File: src/rtl/drs_read_scheduler.sv
// DRS4 readout-cycle sequencer: stop domino -> read -> ack -> restart, with trigger gating and counters.
// Optional READ watchdog is compiled in when DRS_READ_TIMEOUT_EN is defined.
module drs_read_scheduler #(
    parameter int STOP_DLY    = 8,
    parameter int RESTART_DLY = 16,
    parameter int TIMEOUT_CYC = 65535
) (
    input  logic        clk,
    input  logic        rst_n,
    input  logic        enable,
    input  logic        trig_in,
    input  logic        dfifo_progfull,
    input  logic        drs_read_done,
    output logic [3:0]  drs_state_com,
    output logic        busy,
    output logic [31:0] event_cnt,
    output logic [15:0] lost_cnt,
    input  logic        cnt_clr,
    output logic        timeout_err,
    input  logic        err_clr,
    output logic [2:0]  state
);

    typedef enum logic [2:0] {
        ST_IDLE    = 3'd0,
        ST_STOP    = 3'd1,
        ST_READ    = 3'd2,
        ST_ACK     = 3'd3,
        ST_RESTART = 3'd4
    } state_t;

    localparam logic [3:0]  COM_IDLE     = 4'd0;
    localparam logic [3:0]  COM_STOP     = 4'd4;
    localparam logic [3:0]  COM_READ     = 4'd5;
    localparam logic [3:0]  COM_ACK      = 4'd6;
    localparam logic [3:0]  COM_RESTART  = 4'd1;
    localparam logic [15:0] STOP_LAST    = 16'(STOP_DLY - 1);
    localparam logic [15:0] RESTART_LAST = 16'(RESTART_DLY - 1);

    state_t      state_reg;
    logic [15:0] phase_reg;
    logic        trig_valid;
    logic        accept;
    logic        lost_inc;
    logic        read_timeout;

    assign trig_valid = trig_in & enable;
    assign accept     = trig_valid & (state_reg == ST_IDLE) & ~dfifo_progfull;
    // Anything valid that is not accepted is lost: either busy or no FIFO room.
    assign lost_inc   = trig_valid & ~accept;
    assign state      = state_reg;

`ifdef DRS_READ_TIMEOUT_EN
    localparam logic [15:0] TIMEOUT_LAST = 16'(TIMEOUT_CYC - 1);

    assign read_timeout = (state_reg == ST_READ) & ~drs_read_done & (phase_reg == TIMEOUT_LAST);

    always_ff @(posedge clk or negedge rst_n) begin
        if (!rst_n) begin
            timeout_err <= 1'b0;
        end else if (read_timeout) begin
            timeout_err <= 1'b1;
        end else if (err_clr) begin
            timeout_err <= 1'b0;
        end
    end
`else
    logic        unused_err_clr;
    logic [31:0] unused_timeout_cfg;

    assign read_timeout       = 1'b0;
    assign timeout_err        = 1'b0;
    assign unused_err_clr     = err_clr;
    assign unused_timeout_cfg = TIMEOUT_CYC;
`endif

    // Command and busy are updated together with the state so they never glitch against it.
    always_ff @(posedge clk or negedge rst_n) begin
        if (!rst_n) begin
            state_reg     <= ST_IDLE;
            drs_state_com <= COM_IDLE;
            busy          <= 1'b0;
            phase_reg     <= 16'd0;
        end else begin
            phase_reg <= phase_reg + 16'd1;
            case (state_reg)
                ST_IDLE: begin
                    if (accept) begin
                        state_reg     <= ST_STOP;
                        drs_state_com <= COM_STOP;
                        busy          <= 1'b1;
                        phase_reg     <= 16'd0;
                    end
                end
                ST_STOP: begin
                    if (phase_reg == STOP_LAST) begin
                        state_reg     <= ST_READ;
                        drs_state_com <= COM_READ;
                        phase_reg     <= 16'd0;
                    end
                end
                ST_READ: begin
                    if (drs_read_done || read_timeout) begin
                        state_reg     <= ST_ACK;
                        drs_state_com <= COM_ACK;
                        phase_reg     <= 16'd0;
                    end
                end
                ST_ACK: begin
                    if (!drs_read_done) begin
                        state_reg     <= ST_RESTART;
                        drs_state_com <= COM_RESTART;
                        phase_reg     <= 16'd0;
                    end
                end
                ST_RESTART: begin
                    if (phase_reg == RESTART_LAST) begin
                        state_reg     <= ST_IDLE;
                        drs_state_com <= COM_IDLE;
                        busy          <= 1'b0;
                        phase_reg     <= 16'd0;
                    end
                end
                default: begin
                    state_reg     <= ST_IDLE;
                    drs_state_com <= COM_IDLE;
                    busy          <= 1'b0;
                    phase_reg     <= 16'd0;
                end
            endcase
        end
    end

    // Clear has priority over a same-cycle increment; lost counter saturates.
    always_ff @(posedge clk or negedge rst_n) begin
        if (!rst_n) begin
            event_cnt <= 32'd0;
            lost_cnt  <= 16'd0;
        end else if (cnt_clr) begin
            event_cnt <= 32'd0;
            lost_cnt  <= 16'd0;
        end else begin
            if (accept) begin
                event_cnt <= event_cnt + 32'd1;
            end
            if (lost_inc && (lost_cnt != 16'hFFFF)) begin
                lost_cnt <= lost_cnt + 16'd1;
            end
        end
    end

endmodule

File: config.mk
export PLATFORM = sky130hd
export DESIGN_NAME = drs_read_scheduler
export DESIGN_NICKNAME = d
export VERILOG_FILES = /design/src/rtl/drs_read_scheduler.sv
export SDC_FILE = /design/constraint.sdc
export NUM_CORES = 1
export LEC_CHECK = 0
export CORE_ASPECT_RATIO = 1.4
export CORE_UTILIZATION = 53
export CTS_CLUSTER_SIZE = 12
export DETAILED_ROUTE_END_ITERATION = 6
export PLACE_DENSITY_LB_ADDON = 0.3
export SETUP_SLACK_MARGIN = 0.2
export SLEW_MARGIN = 40
export SYNTH_ARGS = -nofsm -noshare
export SYNTH_HDL_FRONTEND = slang
export SYNTH_SLANG_ARGS = --single-unit
File: constraint.sdc
create_clock -name clk -period 2.19 [get_ports clk]
set_input_delay 0.3285 -clock clk [delete_from_list [all_inputs] [get_ports clk]]
set_output_delay 0.3285 -clock clk [all_outputs]
set_load 0.02 [all_outputs]
---- Word-level counts from Yosys, hierarchy flattened ----
Cells that the tools add are included.
word-level totals
  output and inout port bits .............. 57
  register bits ........................... 72
  word-level logic and storage cells ...... 60
cells by class
  muxes and demuxes ....................... 25
  reduce and logical (&&, ||, !) cells .... 7
  bitwise logic cells ..................... 7
  add/sub/neg operators ................... 3
  equality and inequality tests ........... 12
operator list
  kind                                                               count
  16-bit two-way mux                                                 7
  16-bit case mux with 5 select lines                                1
  32-bit two-way mux                                                 2
  16-bit by 1-bit adder with 16-bit output (second input constant)   2
  32-bit by 1-bit adder with 32-bit output (second input constant)   1
  4-bit two-way mux                                                  5
  4-bit case mux with 5 select lines                                 1
  16-bit by 3-bit == test with 1-bit output (second input constant)  1
  16-bit by 4-bit == test with 1-bit output (second input constant)  1
  16-bit != test (second input constant)                             1
  3-bit two-way mux                                                  5
  3-bit case mux with 5 select lines                                 1
  2-bit != test (second input constant)                              5
  3-bit by 2-bit == test with 1-bit output (second input constant)   2
  5-bit AND reduction                                                1
  1-bit AND                                                          4
  2-bit nonzero test                                                 2
  3-bit by 1-bit == test with 1-bit output (second input constant)   1
  3-bit == test (second input constant)                              1
  3-bit zero test                                                    1
  1-bit inverter                                                     3
  1-bit case mux with 3 select lines                                 1
  3-bit AND reduction                                                1
  3-bit OR reduction                                                 1
  2 further kinds                                                    3

---- Depth between registers and ports, before layout ----
Gate-level depths: netlist of run 1.
  depth after elaboration ................. 8
  gate-level depth with buffers ........... 7

---- Worst setup path after synthesis of run 1 ----
OpenSTA, ideal clock, no wires.
  path kind ............................... reg-to-reg
  start point ............................. reg state_reg[2], in the netlist state[2]
  end point ............................... reg event_cnt[28]
  library setup time ...................... 0.132 ns
  setup slack ............................. 0.065 ns
  period minus slack after synthesis ...... 2.125 ns
  arrival ................................. 1.993 ns
  cell stages (with the launch flop) ...... 7
  path buffers ............................ 1
  path through ............................ dfrtp_1 > or4_4 > buf_6 > nor4_4 > nand4_1 > xor2_1 > nor2_1
between the ends
  word-level cells in the longest chain between the ends .. 4
ends and longest elaborated chain
  item                                 RTL line  RTL
  start: declaration                   40        state_t state_reg;
  start signal: assignment             80        state_reg <= ST_IDLE;
  start signal: assignment             89        state_reg <= ST_STOP;
  start signal: assignment             97        state_reg <= ST_READ;
  3-bit zero test                      48        assign accept = trig_valid & (state_reg == ST_IDLE) & ~dfifo_progfull;
  1-bit AND (2 in series)              48
  2-bit nonzero test (no source line)  n/a
  end signal: assignment               144       event_cnt <= event_cnt + 32'd1;
  end: declaration                     16        output logic [31:0] event_cnt,
No other way between the ends.
A chain may end at the register's enable or synchronous reset.

---- Worst setup path in the final report of run 1 ----
  start point ............................. reg state_reg[0], in the netlist state[0]
  end point ............................... reg event_cnt[31]
Same word-level chain as after synthesis.

==> summary.md, run 1 <==
| Metric | Value |
|---|---|
| Critical Path Source Type | `register` |
| P per Cell Area | `a little under 800 nW/um^2` |
| Initial antenna violation count | `0` |
| Setup TNS | `0 ns` |
| Total congestion overflow | `0` |
| Yosys warns | `0` |
| Worst Setup SP | `state[0]` |
| P_leak | `about 2 nW` |
| Number of synthesized register bits | `71` |
| R2R Path End | `event_cnt[31]` |
| Clock skew | `between 0.01 and 0.015 ns` |
| WP data arrival | `roughly 2.2 ns` |
| Worst slew margin relative to its limit | `0.667` |
| Cts bufs inserted | `9` |
| R2R Setup Slk | `between 0.2 and 0.25 ns` |
| Post-Syn Instances | `382` |
| # hold bufs at CTS | `0` |
| Endpoints failing hold | `11` |
| Final setup viols | `0` |
| Fmax | `between 500 and 600 MHz` |
| Fin crit share | `0.892` |
| Synth top area cells | `dfrtp_1 (49%), nor2_1 (7.7%), xor2_1 (7.5%)` |
| Pwr Total | `3.75 mW` |
| Root Driver | `clkbuf_8` |
| Area Overhead vs Synth | `31.3%` |
| Synth top area share | `0.489` |
| CTS tree | `done` |
| # diodes | `0` |
| Max VDD drop | `1.10 mV` |
| CP max FO | `7` |
| Mapped cell area | `~3600 um^2` |
| Clk slew on worst S/H paths | `about 0.08 ns` |
| Routed Antenna Nets | `0` |
| Fin nets | `472` |
| Number of remaining DRC errors | `0` |
| Clk_lat worst skew | `between 0.3 and 0.4 ns` |
| Yosys top cell by area | `dfrtp_1` |
| Delay-heaviest family, CP | `simple AND/OR/NAND/NOR gates` |
| First-pass GRT wire length | `between 10 and 15 mm` |
| Die Span X | `72.0 um` |
| Slowest CP cell | `or4_4` |
| All-Layer GR Usage | `0.255` |
| Vias in the first global route | `around 3100` |
| Largest net degree at the start of global routing | `around 70` |
| Die Span Y | `100 um` |
| Crit Reg-Reg Startpoint | `state[0]` |
| Routed WL | `~8.6 mm` |
| Netlist cell types | `41` |
| Max Cap Viol | `0` |
| Critical Path RT | `2.45 ns` |
| First drt pass iteration count | `5` |
| Worst path depth | `5` |
| RSZ-0062 raised after global routing | `true` |
| Vias per inst | `around 5.6` |
| Most common cell after layout, fill and taps aside | `nor2_1` |
| Share of cells above drive strength 1 | `0.112` |
| Failing checks | `hold timing` |
| Design area | `around 4800 um^2` |
| H-tree levels | `3` |
| Synthesized area per cell | `between 9 and 10 um^2` |
| I/O Buffers | `61` |
| Die area | `slightly above 7000 um^2` |
| Ports | `65` |
| CP max stage delay | `0.57 ns` |
| First-iteration detailed-routing DRC count | `299` |
| Starting Density | `0.550` |
| Reg2Reg Depth | `5` |
| Buf/Inv on CP | `0` |
| Max Slew Vio Count | `0` |
| Hold crit path type | `in2async` |
| Placed inst area | `between 4000 and 5000 um^2` |
| Status | `finished with violations` |
| DP Wirelength | `5.71 mm` |
| Commonest non-fill, non-tap cells in the layout | `nor2_1 (75), dfrtp_1 (67), clkdlybuf4s50_1 (60)` |
| Critical path cell sequence | `or4_4 -> nor4_4 -> nand2_1 -> or3_1 -> a21oi_1` |
| CP Capture Type | `register` |
| Gp weighted congestion | `approximately 0.86` |
| Core area | `6610 um^2` |
| Minimum clock period | `just under 2 ns` |
| Hold slack | `-0.00749 ns` |
| Seq/Total Area, Yosys | `0.489` |
| Std-Cell Rows | `35` |
| Crit path to | `event_cnt[31]` |
| Largest register FFs | `32` |
| Vias | `3128` |
| Clock sink total | `between 70 and 80` |
| CP Class | `reg2reg` |
| DR WL/cell | `15.5 um` |
| Layout Utilization | `0.721` |
| CTS max path bufs | `2` |
| Worst Tran Pin Value | `~0.5 ns` |
[cell families (layout without fill, tap and decap cells)]
logic type               count (synthesis)  after routing  share of synthesized area
AND/OR/NAND/NOR                        200            200                      0.282
flip-flops                              71             71                      0.489
XOR/XNOR                                59             59                      0.142
AO/OA/AOI/OAI                           25             25                     0.0461
buffers and inverters                   22            105                     0.0272
adder cells (fa/ha/maj)                  4              4                     0.0131
other                                    1              2                    0.00103
[how the worst min path moves through the flow]
stage               cells past startpoint   from  slack (ns)           to
finish                                  2  rst_n      -0.007  lost_cnt[4]
detailed placement                      2  rst_n        0.38  lost_cnt[2]
CTS                                     2  rst_n        0.01  lost_cnt[2]
global placement                        2  rst_n        0.38  lost_cnt[2]
global route                            2  rst_n        0.03  lost_cnt[2]
floorplan                               0  rst_n        0.03         busy
[metal layers]
| layer | routed length, um | vias up | share of wire | global-route usage |
|---|---|---|---|---|
| li1 | - | 1477 | - | - |
| met1 | 3430 | 1536 | 0.40 | 0.291 |
| met2 | 4650 | 100 | 0.54 | 0.462 |
| met3 | 377 | 15 | 0.044 | 0.0442 |
| met4 | 180 | 0 | 0.021 | 0.110 |
| met5 | 0 | - | 0 | 0 |
[report_power, final]
| part | switching (mW) | internal [mW] | total [mW] |
|---|---|---|---|
| registers | 0.0877 | 1.41 | 1.50 |
| clock network | 0.494 | 0.755 | 1.25 |
| logic | 0.549 | 0.455 | 1.00 |
[cell type report]
cell class | instances | area (um^2)
Clock buffer | 10 | 128
Clock inverter | 6 | 109
Timing Repair Buffer | 82 | 805
Sequential cell | 71 | 1780
Inverter | 7 | 26.3
Multi-Input combinational cell | 290 | 1810
Tap cell | 92 | 115
Fill cell | 483 | 1840
[metrics by stage]
stage	worst slack, ns	cells
final	0.236	558
after floorplan	0.104	383
after global placement	-0.0236	540
after detailed placement	-0.0732	540
after CTS	0.198	556
after global routing	0.175	558
[cell usage after synthesis, drive strengths merged]
cell / number
o211ai: 1
a22o: 1
dfrtp: 71
nor4: 15
and4: 8
o22ai: 1
o31ai: 1
nand3: 27
a32oi: 2
a21oi: 5
xor2: 31
or3: 1
ha: 3
clkbuf: 11
and3: 4
nand3b: 1
a211oi: 1
nor3: 10
and2: 5
maj3: 1
conb: 1
or2: 2
nor3b: 1
buf: 4
nand2b: 4
nor4b: 1
nor2: 75
a221oi: 1
nor2b: 1
o2bb2ai: 1
nand2: 24
or4: 1
inv: 7
nand4: 20
xnor2: 28
o211a: 3
o21ai: 8
[repair_timing]
item | 4_1_cts | 5_1_grt
pin swaps | 1 | 6
setup buffers | 0 | 2
gates resized for setup | 2 | 9
endpoints found under the setup margin | 3 | 45
(Power assumes the default switching activity.)
==> run 2, diff against run 1 <==
--- a/config.mk
+++ b/config.mk
@@ -6,9 +6,10 @@
 export NUM_CORES = 1
 export LEC_CHECK = 0
 export CORE_ASPECT_RATIO = 1.4
-export CORE_UTILIZATION = 53
+export CORE_UTILIZATION = 48
 export CTS_CLUSTER_SIZE = 12
 export DETAILED_ROUTE_END_ITERATION = 6
+export HOLD_SLACK_MARGIN = 0.15
 export PLACE_DENSITY_LB_ADDON = 0.3
 export SETUP_SLACK_MARGIN = 0.2
 export SLEW_MARGIN = 40
==> constraint.sdc (replaced) <==
create_clock -name clk -period 1.7 [get_ports clk]
set_input_delay 0.255 -clock clk [delete_from_list [all_inputs] [get_ports clk]]
set_output_delay 0.255 -clock clk [all_outputs]
set_load 0.02 [all_outputs]
==> summary.md, run 2 (synthesis gave the netlist of run 1 again) <==
| Metric | Value |
|---|---|
| Max VDD drop | `1.45 mV (+31%)` |
| Setup WS post-layout | `-0.268 ns (-0.504 ns)` |
| Clk_lat worst skew | `0.35 ns (about the same)` |
| Max Cap Viol | `0 (unchanged)` |
| Most common cell after layout, fill and taps aside | `dfrtp_1` |
| Clk slew on worst S/H paths | `0.07 ns (about the same)` |
| Core area | `7360 um^2 (+11%)` |
| # diodes | `0 (unchanged)` |
| Gp weighted congestion | `0.830 (-3.3%)` |
| Delay-heaviest family, CP | `simple AND/OR/NAND/NOR gates` |
| CP Class | `reg2reg` |
| WP data arrival | `2.21 ns (about the same)` |
| Fin nets | `530 (+12%)` |
| Post-route insts no fill | `621 (+11%)` |
| RSZ-0062 raised after global routing | `true` |
| First-pass GRT wire length | `14.6 mm (+3.2%)` |
| Largest net degree at the start of global routing | `72 (unchanged)` |
| P_leak | `2.53 nW (+27%)` |
| Failing checks | `setup timing` |
| R2R Path End | `event_cnt[23]` |
| Number of remaining DRC errors | `0 (unchanged)` |
| Pwr Total | `5.37 mW (+43%)` |
| Reg2Reg Depth | `8 (+3)` |
| Std-Cell Rows | `37 (+5.7%)` |
| Routed Antenna Nets | `0 (unchanged)` |
| Hold crit path type | `in2async` |
| Critical Path Source Type | `register` |
| Vias per inst | `5.37 (-4.3%)` |
| I/O Buffers | `61 (unchanged)` |
| Vias | `3333 (+6.6%)` |
| Cts bufs inserted | `9 (unchanged)` |
| Pre-CTS setup slack | `-0.507 ns (-0.433 ns)` |
| Buf/Inv on CP | `3 (+3)` |
| First-iteration detailed-routing DRC count | `228 (-24%)` |
| Status | `finished with violations` |
| CP Capture Type | `register` |
| Die area | `7930 um^2 (+10%)` |
| Critical Path RT | `1.94 ns (-0.51 ns)` |
| Clock sink total | `71 (unchanged)` |
| Critical path cell sequence | `or4_4 -> buf_6 -> nor4_4 -> buf_6 -> buf_4 -> nand3_2 -> xor2_1 -> nor2_1` |
| R2R Setup Slk | `-0.27 ns (-0.50 ns)` |
| H-tree levels | `3 (unchanged)` |
| Largest register FFs | `32 (unchanged)` |
| Layout Utilization | `0.739 (+0.0178)` |
| Clock skew | `0.00844 ns (-0.00533 ns)` |
| DP Wirelength | `6.04 mm (+5.8%)` |
| CTS tree | `done` |
| Crit Reg-Reg Startpoint | `state[2]` |
| Routed WL | `9.56 mm (+11%)` |
| CP max stage delay | `0.59 ns (+0.02 ns)` |
| Die Span X | `75.5 um (+4.9%)` |
| DR WL/cell | `15.4 um (-0.54%)` |
| Root Driver | `clkbuf_8` |
| Final setup viols | `67 (+67)` |
| Share of cells above drive strength 1 | `0.292 (+0.180)` |
| Placed instance count | `589 (+9.1%)` |
| Area Overhead vs Synth | `49.7%` |
| Max Slew Vio Count | `0 (unchanged)` |
| P per Cell Area | `987 nW/um^2 (+25%)` |
| Initial antenna violation count | `0 (unchanged)` |
| Minimum clock period | `1.97 ns (+0.0141 ns)` |
| Most common cell on crit path | `buf_6` |
| CP max FO | `8 (+1)` |
| Total congestion overflow | `0 (unchanged)` |
| Endpoints failing hold | `0 (-11)` |
| Fin crit share | `1.16 (+0.265)` |
| Starting Density | `0.494 (-0.0559)` |
| All-Layer GR Usage | `0.242 (-0.0128)` |
| First drt pass iteration count | `4 (-1)` |
| Commonest non-fill, non-tap cells in the layout | `dfrtp_1 (66), buf_4 (63), nor2_1 (57)` |
| Slowest CP cell | `or4_4` |
| Ports | `65 (unchanged)` |
| Vias in the first global route | `3238 (+4.8%)` |
| CTS max path bufs | `2 (unchanged)` |
| Fmax | `508 MHz (-0.72%)` |
| Die Span Y | `105 um (+5.0%)` |
==> run 2: cell count changes in the layout (fill, tap and decap cells not counted), sizes merged <==
| cell | previous run | this run |
|---|---|---|
| dlymetal6s2s | 0 | 1 |
| dlygate4sd2 | 0 | 42 |
| clkdlybuf4s15 | 0 | 8 |
| bufinv | 3 | 2 |
| clkdlybuf4s50 | 60 | 5 |
| buf | 22 | 80 |
| clkinv | 3 | 2 |
| dlygate4sd3 | 0 | 1 |
| clkbuf | 10 | 15 |
==> run 2: worst min-delay path, cell delays in order <==
cell           delay, ns
dlygate4sd3_1       0.52
buf_2               0.12
buf_12              0.32
==> run 2: what timing repair did <==
item,4_1_cts,5_1_grt
endpoints found under the setup margin,126,81
pin swaps,20,32
hold buffers,1,0
resized for setup,87,54
gates cloned,1,1
setup buffers,6,7
hold endpoints to repair,71,0
==> run 2: layout make-up <==
class | instances | area (um^2)
Multi-Input combinational cell | 290 | 2050
Fill cell | 522 | 1920
Sequential cell | 71 | 1780
Timing Repair Buffer | 140 | 1260
Clock buffer | 12 | 135
Tap cell | 97 | 121
Clock inverter | 4 | 70.1
Inverter | 7 | 26.3
==> run 2: power by group <==
part,leakage (nW),total (mW),switching (mW),internal [mW]
Clock,0.104,1.44,0.618,0.823
Sequential,0.969,1.93,0.104,1.82
Combinational,1.46,2.00,1.04,0.962
==> run 2: how the worst max path moves through the flow <==
| stage | slack (ns) | depth (start not counted) | endpoint | start |
|---|---|---|---|---|
| 6_report | -0.27 | 8 | event_cnt[23] | state[2] |
| 5_1_grt | -0.34 | 7 | event_cnt[22] | state[2] |
| 4_1_cts | -0.24 | 7 | event_cnt[26] | state[0] |
| 3_5_place_dp | -0.51 | 6 | event_cnt[31] | dfifo_progfull |
| 3_3_place_gp | -0.38 | 6 | event_cnt[31] | dfifo_progfull |
| 2_1_floorplan | -0.38 | 6 | event_cnt[28] | state[2] |
==> run 2: per-stage QoR <==
stage	hold slack, ns	setup TNS (ns)	instance area (um^2)
4_1_cts	0.476	-10.11	5180
6_report	0.457	-10.45	5440
2_1_floorplan	-0.0406	-6.78	3710
3_3_place_gp	0.313	-13.53	4860
3_5_place_dp	0.310	-16.03	4860
5_1_grt	0.500	-16.57	5440
==> run 2: metal layers <==
layer  share of wire  GRT usage  vias up
li1                -          -     1599
met1            0.38      0.278     1633
met2            0.56      0.423       83
met3           0.040     0.0540       18
met4           0.022     0.0899        0
met5               0          0        -
